<file path="src/rtl/bcd_stopwatch_ctrl_if.sv">
// Command/readout bundle between the front panel and the stopwatch sequencer.
// The master drives the command pulses and observes the count outputs.
interface bcd_stopwatch_ctrl_if;
    logic        start;
    logic        stop;
    logic        clear;
    logic        lap;
    logic [15:0] q;
    logic [15:0] lap_q;
    logic        lap_valid;
    logic        tick;
    logic        running;
    logic        done;

    modport master (
        output start, stop, clear, lap,
        input  q, lap_q, lap_valid, tick, running, done
    );

    modport slave (
        input  start, stop, clear, lap,
        output q, lap_q, lap_valid, tick, running, done
    );
endinterface

</file>
<file path="src/rtl/bcd_stopwatch_ctrl.sv">
// Run/pause/clear sequencer for a 4-digit packed-BCD stopwatch.
// Contains the prescaler, the control FSM, the BCD digit chain and lap capture.
module bcd_stopwatch_ctrl #(
    parameter int          PRESCALE = 10,
    parameter logic [15:0] MAX_BCD  = 16'h9999
) (
    input  logic                   clk,
    input  logic                   reset,
    bcd_stopwatch_ctrl_if.slave    bus
);
    localparam int          PW   = (PRESCALE > 1) ? $clog2(PRESCALE) : 1;
    localparam logic [PW-1:0] LAST = PW'(PRESCALE - 1);

    typedef enum logic [1:0] {IDLE, RUN, PAUSE, DONE} state_t;

    state_t        state, state_nx;
    logic [PW-1:0] presc;
    logic [15:0]   q, q_inc, lap_q;
    logic          lap_valid;
    logic          tick;
    logic          carry;

    // Ripple BCD increment: each digit at 9 wraps to 0 and passes the carry on.
    always_comb begin
        q_inc = q;
        carry = 1'b1;
        for (int unsigned i = 0; i < 4; i++) begin
            if (carry) begin
                if (q[i*4 +: 4] == 4'd9) begin
                    q_inc[i*4 +: 4] = 4'd0;
                end else begin
                    q_inc[i*4 +: 4] = q[i*4 +: 4] + 4'd1;
                    carry           = 1'b0;
                end
            end
        end
    end

    always_ff @(posedge clk) begin
        if (reset) state <= IDLE;
        else       state <= state_nx;
    end

    always_comb begin
        state_nx = state;
        if (bus.clear) begin
            state_nx = IDLE;
        end else begin
            unique case (state)
                IDLE:  if (bus.start) state_nx = RUN;
                RUN: begin
                    if (bus.stop)                   state_nx = PAUSE;
                    else if (tick && q_inc == MAX_BCD) state_nx = DONE;
                end
                PAUSE: if (!bus.stop && bus.start) state_nx = RUN;
                DONE:  state_nx = DONE;
                default: state_nx = IDLE;
            endcase
        end
    end

    always_comb begin
        tick        = (state == RUN) && (presc == LAST) && !bus.stop && !bus.clear;
        bus.tick    = tick;
        bus.running = (state == RUN);
        bus.done    = (state == DONE);
    end

    // Lap samples q before this cycle's increment, so it reads the pre-tick count.
    always_ff @(posedge clk) begin
        if (reset) begin
            q         <= '0;
            presc     <= '0;
            lap_q     <= '0;
            lap_valid <= 1'b0;
        end else begin
            lap_valid <= 1'b0;
            if (bus.clear) begin
                q     <= '0;
                presc <= '0;
            end else begin
                if (state == RUN && !bus.stop)
                    presc <= (presc == LAST) ? '0 : presc + PW'(1);
                if (tick)
                    q <= q_inc;
                if (bus.lap && (state == RUN || state == PAUSE)) begin
                    lap_q     <= q;
                    lap_valid <= 1'b1;
                end
            end
        end
    end

    assign bus.q         = q;
    assign bus.lap_q     = lap_q;
    assign bus.lap_valid = lap_valid;
endmodule

</file>
<file path="src/flat_wrapper.sv">
// flat-port wrapper written by rule: the top's interface ports become plain ports
module bcd_stopwatch_ctrl_flat 
#(
    parameter int          PRESCALE = 10,
    parameter logic [15:0] MAX_BCD  = 16'h9999
)
  (clk, reset, bus_start, bus_stop, bus_clear, bus_lap, bus_q, bus_lap_q, bus_lap_valid, bus_tick, bus_running, bus_done);
  bcd_stopwatch_ctrl_if bus_i ();
  input  logic clk;
  input  logic reset;
  input wire logic [$bits(bus_i.start)-1:0] bus_start;
  input wire logic [$bits(bus_i.stop)-1:0] bus_stop;
  input wire logic [$bits(bus_i.clear)-1:0] bus_clear;
  input wire logic [$bits(bus_i.lap)-1:0] bus_lap;
  output wire logic [$bits(bus_i.q)-1:0] bus_q;
  output wire logic [$bits(bus_i.lap_q)-1:0] bus_lap_q;
  output wire logic [$bits(bus_i.lap_valid)-1:0] bus_lap_valid;
  output wire logic [$bits(bus_i.tick)-1:0] bus_tick;
  output wire logic [$bits(bus_i.running)-1:0] bus_running;
  output wire logic [$bits(bus_i.done)-1:0] bus_done;
  assign bus_i.start = bus_start;
  assign bus_i.stop = bus_stop;
  assign bus_i.clear = bus_clear;
  assign bus_i.lap = bus_lap;
  assign bus_q = bus_i.q;
  assign bus_lap_q = bus_i.lap_q;
  assign bus_lap_valid = bus_i.lap_valid;
  assign bus_tick = bus_i.tick;
  assign bus_running = bus_i.running;
  assign bus_done = bus_i.done;
  bcd_stopwatch_ctrl #(.PRESCALE(PRESCALE), .MAX_BCD(MAX_BCD)) u_core (.clk(clk), .reset(reset), .bus(bus_i));
endmodule
</file>
<file path="config.mk">
export PLATFORM = sky130hd
export DESIGN_NAME = bcd_stopwatch_ctrl_flat
export DESIGN_NICKNAME = d
export VERILOG_FILES = /design/src/rtl/bcd_stopwatch_ctrl_if.sv /design/src/rtl/bcd_stopwatch_ctrl.sv /design/src/flat_wrapper.sv
export SDC_FILE = /design/constraint.sdc
export NUM_CORES = 1
export LEC_CHECK = 0
export CAP_MARGIN = 20
export CORE_MARGIN = 5
export CORE_UTILIZATION = 49
export CTS_CLUSTER_SIZE = 10
export DETAILED_ROUTE_END_ITERATION = 8
export PLACE_DENSITY = 0.77
export SLEW_MARGIN = 10
export SYNTH_ARGS = -nofsm -noshare
export SYNTH_HDL_FRONTEND = slang
export SYNTH_SLANG_ARGS = --single-unit
export TNS_END_PERCENT = 10
</file>
<file path="constraint.sdc">
create_clock -name clk -period 2.6 [get_ports clk]
set_input_delay 0.26 -clock clk [delete_from_list [all_inputs] [get_ports clk]]
set_output_delay 0.26 -clock clk [all_outputs]
set_load 0.02 [all_outputs]
</file>
[Word-level counts from Yosys, hierarchy flattened]
Index checks and enable logic that the tools add are counted.
Widths: inputs -> output; s select.
Operators by class
  muxes and demuxes: 19
  bitwise logic cells: 1
  reductions and logical operators: 14
  equality and inequality tests: 12
  $add $sub $neg: 5
Operators with widths (number)
  $mux 4: 8
  $add 4x1->4 const B: 5
  $eq 4x4->1 const B: 5
  $eq 16x16->1 const B: 1
  $mux 2: 4
  $pmux 2 s4: 1
  $logic_and 1x1->1: 7
  $mux 1: 6
  $eq 2x2->1 const B: 2
  $ne 3x2->1 const B: 1
  $reduce_and 3->1: 1
  $eq 2x1->1 const B: 1
  $logic_not 1->1: 2
  $logic_not 2->1: 1
  $ne 2x1->1 const B: 1
  $ne 2x2->1 const B: 1
  $reduce_and 2->1: 1
  $reduce_or 2->1: 1
  $logic_or 1x1->1: 1
  $not 1->1: 1
Word-level totals
  output and inout port bits: 36
  register bits after elaboration: 39
  input bits: 6

[Logic depth before layout (Yosys ltp)]
  depth in word-level cells: 10
  depth in mapped cells: 8
  gate-level depth less buffers: 7

[Least setup slack after synthesis]
Ideal clock, no wire load.
  path type: register -> register
  start: reg u_core.state[1]
  end: reg u_core.q[6], in the netlist u_core.bus.q[6]
  period minus slack after synthesis: 2.104 ns
  setup time: 0.116 ns
  slack: 0.496 ns
  required time: 2.484 ns
  stages on the path, launching flop included: 9
  data arrival time: 1.988 ns
  path through: dfxtp_1 > inv_1 > ha_1 > nand3b_1 > or3_1 > clkbuf_1 > nor2_1 > a21oi_1 > a31o_2
On the way
  cells in the longest elaborated chain, start to end: 4
Ends and longest elaborated chain
  from (decl): RTL line bcd_stopwatch_ctrl.sv:16  | state_t state, state_nx;
  from (signal assigned): RTL line bcd_stopwatch_ctrl.sv:41  | else state <= state_nx;
  $eq 2x1->1
  net bus_running: RTL line flat_wrapper.sv:19  | output wire logic [$bits(bus_i.running)-1:0] bus_running;
  $logic_and 1x1->1 (3 in series): RTL line bcd_stopwatch_ctrl.sv:63  | tick = (state == RUN) && (presc == LAST) && !bus.stop && !bus.clear;
  to (signal assigned): RTL line bcd_stopwatch_ctrl.sv:85  | q <= q_inc;
  to (decl): RTL line bcd_stopwatch_ctrl.sv:18  | logic [15:0] q, q_inc, lap_q;
The timed path passes the listed nets, and every way through them passes these cells.
A chain may end at the register's enable or synchronous reset.

[Final worst setup path]
  start: reg u_core.state[1]
  end: out bus_tick
On the way
  cells in the longest elaborated chain, start to end: 4
Ends and longest elaborated chain
  $eq 2x1->1: RTL line bcd_stopwatch_ctrl.sv:63
  $logic_and 1x1->1 (3 in series): RTL line bcd_stopwatch_ctrl.sv:63
  to (decl): RTL line flat_wrapper.sv:18  | output wire logic [$bits(bus_i.tick)-1:0] bus_tick;
Every way passes these cells.

==> reports/metrics.yaml <==
clock_network:
  cts_buffer_depth: 2
  cts.sinks: 39
  cts_resized: 0
  cts_tree: "yes"
  clkSlewWorstSetupHoldPaths_ps: 70
  postCtsSetupBuffers: 0
  clk_latency_ps: 290
  ctsHtreeMaxLevel: 2
  cts_hold_buf: 0
  numCtsBuffers: 5
  cts_root_buf: "clkbuf_8"
grt:
  antenna_found_initial: 0
  grt_pass1_wl_mm: 6.320
  globalRouteOverflowTotal: 0
  grt_max_degree: 21
  grt_pass1_vias: 1457
  grt_use_total: 0.1577
timing:
  period_needed_ps: 2286
  finalSetupViolCount: 0
  relSlewSlack: 0.7252
  maxSlewViolCount: 0
  setup_slack_ps: 313.9
  skew_ps: 2.639
  rsz0062_at_grt: "no"
  final_hold_viol_count: 0
  worstMarginPinSlew_ps: 410.6
  finalCritPeriodShare: 0.8793
  max_freq_mhz: 437.4
  tns_ps: 0
route:
  drc: 0
  num_vias: 1586
  drt_iter0_markers: 97
  drt-pass1-iter-count: 4
  ant_nets: 0
  met3_length_um: 248
  wl_per_cell_um: 12.21
  met1Wirelength_mm: 1.725
  top_layer_used: "met4"
  viasPerCell: 5.083
  met2_length_mm: 1.761
  routed_wl_mm: 3.811
placed_design:
  dp_cells: 304
  globalplace.congestion: 0.8769
  hpwlAfterDp_mm: 2.846
  dp_slack_ps: 231.1
  port_buffers: 41
die:
  io_pins: 42
  core_um2: 3606
  die_area_um2: 4986
  initial_core_util: 0.4993
  fp-row-count: 22
  dieHeight_um: 70.62
  die_w_um: 70.62
synth:
  synth_warnings: 0
  synth_nets: 233
  synth.area.top_cells: "dfxtp_1 43%, nand2_1 9.0%, a21oi_1 6.7%"
  syn_area_per_cell_um2: 8.074
  synth.distinct_cells: 37
  synth_top_area_frac: 0.4336
  ys_ff_latch: 39
  ys_seq_area_frac: 0.4336
  syn_area_um2: 1800
  synthCells: 223
  yosysTopAreaCell: "dfxtp_1"
setup_path:
  rr_worst_depth: 7
  worst-r2r-setup-slack_ps: 500
  path_cells: "inv_1, ha_1, nand3b_1, nor2_1, clkdlybuf4s50_1"
  cp-startpoint: "u_core.state[1]"
  path_delay_family: "buffers and inverters"
  endpoint_kind: "output pin"
  r2r-end: "u_core.bus.q[6]"
  critPathKind: "flop to output pin"
  critPathMaxFanout: 7
  endpoint: "bus_tick"
  cp_slowest_cell: "clkdlybuf4s50_1"
  critPathRequiredTime_ps: 2340
  crit_buf_inv: 2
  critical_path_depth: 5
  start_kind: "flop"
  critPathMaxStageDelay_ps: 630
  arrival_ps: 2030
  r2r_start: "u_core.state[1]"
finish:
  layout.cells.non_filler: 312
  antenna_cells: 0
  drive_above_1_share: 0.07197
  nets: 273
  areaGrowthSynthToFinish_pct: 29.81
status:
  status: "finished clean"
min_path:
  hp-class: "flop to flop"
power:
  p_leak_nw: 0.7825
  ir_worst_vdd_uv: 201.9
  pwr_density_cell_nw_per_um2: 445.5
job:
  drv_cap: 0
[state kept, by name, indices dropped and copies added, names as in the netlist]
register              cells
u_core.bus.lap_q         16
u_core.bus.q             16
u_core.state              2
u_core.presc              4
u_core.bus.lap_valid      1
[synth_stat cells]
library cell	number
nand2_1	43
dfxtp_1	39
nor2_1	26
a21oi_1	24
clkbuf_1	12
inv_1	6
nor2b_1	6
nand2b_1	5
o21ai_0	5
xnor2_1	5
ha_1	4
mux2i_1	4
nand3_1	4
nor3b_1	4
xor2_1	4
nor3_1	3
a31o_2	2
and2_1	2
nand3b_1	2
nand4_1	2
nor4_1	2
o211ai_1	2
o21a_1	2
or2_2	2
a21oi_2	1
a31oi_1	1
and2b_2	1
and4b_1	1
nand3_2	1
nand4bb_1	1
nor4_4	1
o2111ai_1	1
o211a_1	1
o311ai_0	1
or3_1	1
or3b_1	1
or4b_4	1
[cells by family (layout without fill, tap and decap cells)]
family,count (synthesis),after routing,share of synthesized area
AOI/OAI and AO/OA,40,40,0.1306
xor gates and xnor gates,9,9,0.04378
adders and majority gates,4,4,0.02780
buffers and inverters,18,59,0.03752
DFF,39,39,0.4336
muxes,4,4,0.02224
and+or+nand+nor,109,109,0.3044
[report_power, final]
group          total [W]  leakage (nW)  switching, W  internal (W)
sequential      0.000602         0.314    0.00000246      0.000600
combinational  0.0000556         0.426     0.0000337     0.0000219
clock           0.000383        0.0422      0.000195      0.000188
[worst register-to-register path, stage by stage, from the launching register on]
cell      delay [ps]
dfxtp_1          340
inv_1             80
ha_1             230
nand3b_1         260
or3_1            540
nor2_1           230
a21oi_1          100
a31o_2           230
[metrics by stage]
stage	hold WS [ps]	util	area (µm²)	power, W
after global placement	441.6	0.6256	2256	0.0006714
after CTS	456.2	0.6482	2337	0.001050
final	453.6	0.6482	2337	0.001041
after global routing	475.0	0.6482	2337	0.001082
after floorplan	423.8	-	1800	0.0006499
after detailed placement	446.4	0.6256	2256	0.0006721
[layout by cell type, fill, tap and decap left out, types with 3 or more instances in the layout]
cell type,synthesis,routed
nand3_1,4,4
a21oi_1,24,24
o21ai_0,5,5
nor3_1,3,3
buf_4,0,4
clkbuf_8,0,5
nand2_1,43,43
xor2_1,4,4
dfxtp_1,39,39
clkdlybuf4s50_1,0,41
xnor2_1,5,5
nor2b_1,6,6
ha_1,4,4
nor2_1,26,26
nor3b_1,4,4
mux2i_1,4,4
inv_1,6,6
nand2b_1,5,5
[how the worst min path moves through the flow]
stage,start,to,slack (ps),cells past startpoint
after floorplan,bus_lap,u_core.bus.lap_valid,420,2
after global placement,u_core.bus.lap_q[6],u_core.bus.lap_q[6],440,2
after detailed placement,u_core.bus.lap_q[2],u_core.bus.lap_q[2],450,2
after CTS,u_core.bus.lap_q[2],u_core.bus.lap_q[2],460,2
after global routing,u_core.bus.lap_q[13],u_core.bus.lap_q[13],480,2
final,u_core.bus.lap_q[5],u_core.bus.lap_q[5],450,2
[metal layers]
layer,track usage,vias up
li1,-,829
met1,0.1832,705
met2,0.2588,44
met3,0.05966,8
met4,0.07098,0
met5,0,-
[cell type report]
type                            instances  area, µm²
Clock buffer                            7      76.32
Clock inverter                          1      5.005
Fill cell                             310       1269
Inverter                                6      22.52
Multi-Input combinational cell        166      952.2
Sequential cell                        39      780.7
Tap cell                               48      60.06
Timing Repair Buffer                   45      440.4
(Power assumes the default switching activity.)
==> patch 1, RTL diff (same settings) <==
Re-encode `state_t` (4 states) as Gray code, 2 bits wide.
--- a/src/rtl/bcd_stopwatch_ctrl.sv
+++ b/src/rtl/bcd_stopwatch_ctrl.sv
@@ -11,7 +11,7 @@
     localparam int          PW   = (PRESCALE > 1) ? $clog2(PRESCALE) : 1;
     localparam logic [PW-1:0] LAST = PW'(PRESCALE - 1);
 
-    typedef enum logic [1:0] {IDLE, RUN, PAUSE, DONE} state_t;
+    typedef enum logic [1:0] {IDLE = 2'b00, RUN = 2'b01, PAUSE = 2'b11, DONE = 2'b10} state_t;
 
     state_t        state, state_nx;
     logic [PW-1:0] presc;
Function: same outputs for any inputs over 10 cycles, from zero or initial values and one cycle with reset high; not proved beyond that.
==> patch 1 against the unedited design <==
Cell area increased by 1.8%; sequential power is essentially flat; routed wire length is 3.3% higher; die area rose by 0.78%; count of clock-buffer cells in the layout is 1 lower; power decreased by 0.24%; synthesized cell count decreased by 0.90%; core utilization grew 0.65 points; maximum frequency down 4.3%; area after synthesis is 0.90% higher; hold slack gained 1.4 ps; sequential cell count unchanged; critical path depth unchanged; setup slack worse by 100 ps.
==> patch 1: results (changes against the unedited design) <==
R2R_SLACK_PS=640  # was 500 ps
TIGHTEST_SLEW_PS=525  # was 411 ps
YOSYS-TOP-CELLS-COUNT='43 x nand2_1, 39 x dfxtp_1, 25 x nor2_1, 23 x a21oi_1, 10 x o21ai_0'  # was 43 x nand2_1, 39 x dfxtp_1, 26 x nor2_1, 24 x a21oi_1, 12 x clkbuf_1
FINAL.HOLD.WORST_SLACK_PS=455  # was 454 ps
PLACE_WS_PS=421  # was 231 ps
DRT_ITER0_MARKERS=151  # was 97
GLOBAL_ROUTE.USAGE.TOTAL_PCT=16.8  # was 15.8%
WL_MET3_UM=227  # was 248 um
CLOCK-SKEW-FINAL_PS=8.72  # was 2.64 ps
POWER.CLOCK.TOTAL_uW=391  # was 383 uW
TOTAL_SWITCHING_POWER_uW=233  # was 231 uW
ROUTED_LENGTH_ON_MET1_UM=1810  # was 1730 um
SYNTH-SEQ-AREA-SHARE_PCT=43.0  # was 43.4%
SYNTH_FA_HA_AREA_SHARE_PCT=2.75  # was 2.78%
POWER.IR.VDD_WORST_uV=301  # was 202 uV
WORST-PATH-MAX-FANOUT=6  # was 7
ANTENNA_FOUND_INITIAL=0  # unchanged
DR_TOTAL_VIAS=1627  # was 1,586
GRT_PASS1_WL_UM=6820  # was 6320 um
POWER.SHARE.SWITCHING_PCT=22.4  # was 22.2%
GP_CONGESTION=0.816  # was 0.877
SYNTH_MUX_AREA_SHARE_PCT=1.65  # was 2.22%
SYNTH_TOP_AREA_SHARE_PCT=43.0  # was 43.4%
MET3_USAGE_PCT=5.26  # was 5.97%
TOTAL_LEAKAGE_POWER_uW=0.000810  # was 0.000783 uW
YOSYS.CELL_TYPES.COUNT=38  # was 37
LAYOUT-DRIVE-GT1-SHARE_PCT=7.12  # was 7.20%
OUTCOME='completed'  # unchanged
PLACED_CELLS_INCL_TAPS=307  # was 304
FIN_NETS=276  # was 273
GRTUSAGEMET2_PCT=27.2  # was 25.9%
WORSTPATHARRIVAL_PS=2130  # was 2030 ps
SYNTH_XOR_AREA_SHARE_PCT=5.30  # was 4.38%
MET1_USAGE_PCT=21.6  # was 18.3%
FINALCRITPERIODSHARE_PCT=91.9  # was 87.9%
SYN_NETS=231  # was 233
YOSYS_WARNINGS=0  # unchanged
SHARE_OF_THE_SYNTHESIZED_AREA_IN_COMPOUND_GATES_AO_OA_AOI_OAI_PCT=12.2  # was 13.1%
POST_SYNTH_INST_COUNT=221  # was 223
FIRST_GLOBAL_VIAS=1463  # was 1,457
NUM-FILL-CELLS=326  # was 310
WL_UM=3940  # was 3810 um
MET2WIRELENGTH_UM=1850  # was 1760 um
PLACEMENT_STAGE_CELL_AREA_UM2=2290  # was 2260 um^2
DETAILED_PLACE_HPWL_UM=2930  # was 2850 um
## patch 1: worst max-delay path, stage by stage (launching register included)
cell and delay (ps):
dfxtp_1 340, inv_1 80, ha_1 240, nor2b_2 270, and4_1 300, clkdlybuf4s50_1 620
## patch 1: final cells by class
cell class                 count  area [um^2]  share of cell area (%)
timing repair buffer          45          440                    18.5
multi-input combinational    170          993                    41.8
sequential                    39          781                    32.8
inverter                       5         18.8                   0.789
clock inverter                 2         12.5                   0.526
clock buffer                   6         72.6                    3.05
tap                           48         60.1                    2.52
## patch 1: worst paths after layout
path,startpoint,end
max,u_core.state[1],bus_tick
min,u_core.bus.lap_q[12],u_core.bus.lap_q[12]
max reg2reg,u_core.state[1],u_core.bus.q[8]
min reg2reg,u_core.bus.lap_q[12],u_core.bus.lap_q[12]
==> patch 2, RTL diff (same flow settings) <==
Without the edit above. `PRESCALE` is set to 10 in 2 places; all go to 11.
--- a/src/rtl/bcd_stopwatch_ctrl.sv
+++ b/src/rtl/bcd_stopwatch_ctrl.sv
@@ -1,7 +1,7 @@
 // Run/pause/clear sequencer for a 4-digit packed-BCD stopwatch.
 // Contains the prescaler, the control FSM, the BCD digit chain and lap capture.
 module bcd_stopwatch_ctrl #(
-    parameter int          PRESCALE = 10,
+    parameter int          PRESCALE = 11,
     parameter logic [15:0] MAX_BCD  = 16'h9999
 ) (
     input  logic                   clk,
--- a/src/flat_wrapper.sv
+++ b/src/flat_wrapper.sv
@@ -1,7 +1,7 @@
 // flat-port wrapper written by rule: the top's interface ports become plain ports
 module bcd_stopwatch_ctrl_flat 
 #(
-    parameter int          PRESCALE = 10,
+    parameter int          PRESCALE = 11,
     parameter logic [15:0] MAX_BCD  = 16'h9999
 )
   (clk, reset, bus_start, bus_stop, bus_clear, bus_lap, bus_q, bus_lap_q, bus_lap_valid, bus_tick, bus_running, bus_done);
Function: same outputs for any inputs over 10 cycles, from zero or initial values and one cycle with reset high; that may be too few to reach the edited logic, so the function may still have changed.
==> patch 2 against the unedited design <==
Combinational power increased by 3%; cell area increased by 2.7%; setup slack got worse by 120 ps; sequential cell count unchanged; sequential power about the same; non-clock buffer count decreased by 1; core utilization increased by 0.77 points; routed wire length increased by 8.6%; area after synthesis increased by 2.2%; power increased by 13%; count of clock-buffer cells in the layout decreased by 1; hold slack improved by 0.92 ps; via count increased by 3.2%; critical path type unchanged; highest routed layer unchanged.
==> patch 2: results (changes against the unedited design) <==
PLACE_WS_PS=371  # was 231 ps
PLACEMENT_STAGE_CELL_AREA_UM2=2280  # was 2260 um^2
LAYOUT-DRIVE-GT1-SHARE_PCT=7.12  # was 7.20%
NUM-FILL-CELLS=318  # was 310
SYNTH-SEQ-AREA-SHARE_PCT=42.4  # was 43.4%
TOTAL_SWITCHING_POWER_uW=246  # was 231 uW
POWER.IR.VDD_WORST_uV=477  # was 202 uV
SYNTH_MUX_AREA_SHARE_PCT=1.70  # was 2.22%
OUTCOME='completed'  # unchanged
GRT_PASS1_WL_UM=6850  # was 6320 um
STDCELL_COUNT=315  # was 312
R2R_CELLS=8  # was 7
WORST_HOLD_STARTPOINT='u_core.bus.lap_q[11]'  # was u_core.bus.lap_q[5]
FINAL.HOLD.WORST_SLACK_PS=455  # was 454 ps
WL_MET3_UM=253  # was 248 um
POWER.DENSITY_CELL_AREA_nW_PER_UM2=490  # was 445 nW/um^2
SHARE_OF_THE_SYNTHESIZED_AREA_IN_COMPOUND_GATES_AO_OA_AOI_OAI_PCT=13.4  # was 13.1%
SYN_NETS=236  # was 233
MET2WIRELENGTH_UM=1940  # was 1760 um
DETAILED_PLACE_HPWL_UM=2850  # about the same
NETLIST_TOP_CELLS_AREA='dfxtp_1 42%, nand2_1 9.4%, a21oi_1 6.8%'  # was dfxtp_1 43%, nand2_1 9.0%, a21oi_1 6.7%
GP_CONGESTION=0.766  # was 0.877
TIGHTEST_SLEW_PS=493  # was 411 ps
YOSYS.CELL_TYPES.COUNT=41  # was 37
POST_SYNTH_INST_COUNT=226  # was 223
WORSTPATHARRIVAL_PS=2150  # was 2030 ps
FIN_NETS=276  # was 273
CP_MAX_STAGE_DELAY_PS=670  # was 630 ps
SYNTH_FA_HA_AREA_SHARE_PCT=2.72  # was 2.78%
YOSYS-TOP-CELLS-COUNT='46 x nand2_1, 39 x dfxtp_1, 25 x a21oi_1, 23 x nor2_1, 12 x nor2b_1'  # was 43 x nand2_1, 39 x dfxtp_1, 26 x nor2_1, 24 x a21oi_1, 12 x clkbuf_1
POST_DRT_WL_PER_CELL_UM=13.1  # was 12.2 um
## patch 2: cell count changes in the layout (fill, tap and decap cells not counted), moves of 3 or more
cell,change
xnor2_1,-4
nand2b_1,-3
nor2_1,-3
nand2_1,+3
nand3_1,+4
nor2b_1,+6
xor2_1,+4
## patch 2: cell type report
| class | count | area [um^2] | share of cell area, % |
|---|---|---|---|
| Multi-Input combinational cell | 171 | 991 | 41.3 |
| Sequential cell | 39 | 781 | 32.5 |
| Timing Repair Buffer | 44 | 433 | 18.0 |
| Clock buffer | 6 | 82.6 | 3.44 |
| Tap cell | 48 | 60.1 | 2.50 |
| Clock inverter | 2 | 35.0 | 1.46 |
| Inverter | 5 | 18.8 | 0.782 |
## patch 2: cell families (layout without fill, tap and decap cells)
group                      count (synthesis)  count (layout)
xor gates and xnor gates                   9               9
muxes                                      3               3
adders and majority gates                  4               4
and+or+nand+nor                          113             113
AOI/OAI and AO/OA                         42              42
buffers and inverters                     16              57
DFF                                       39              39
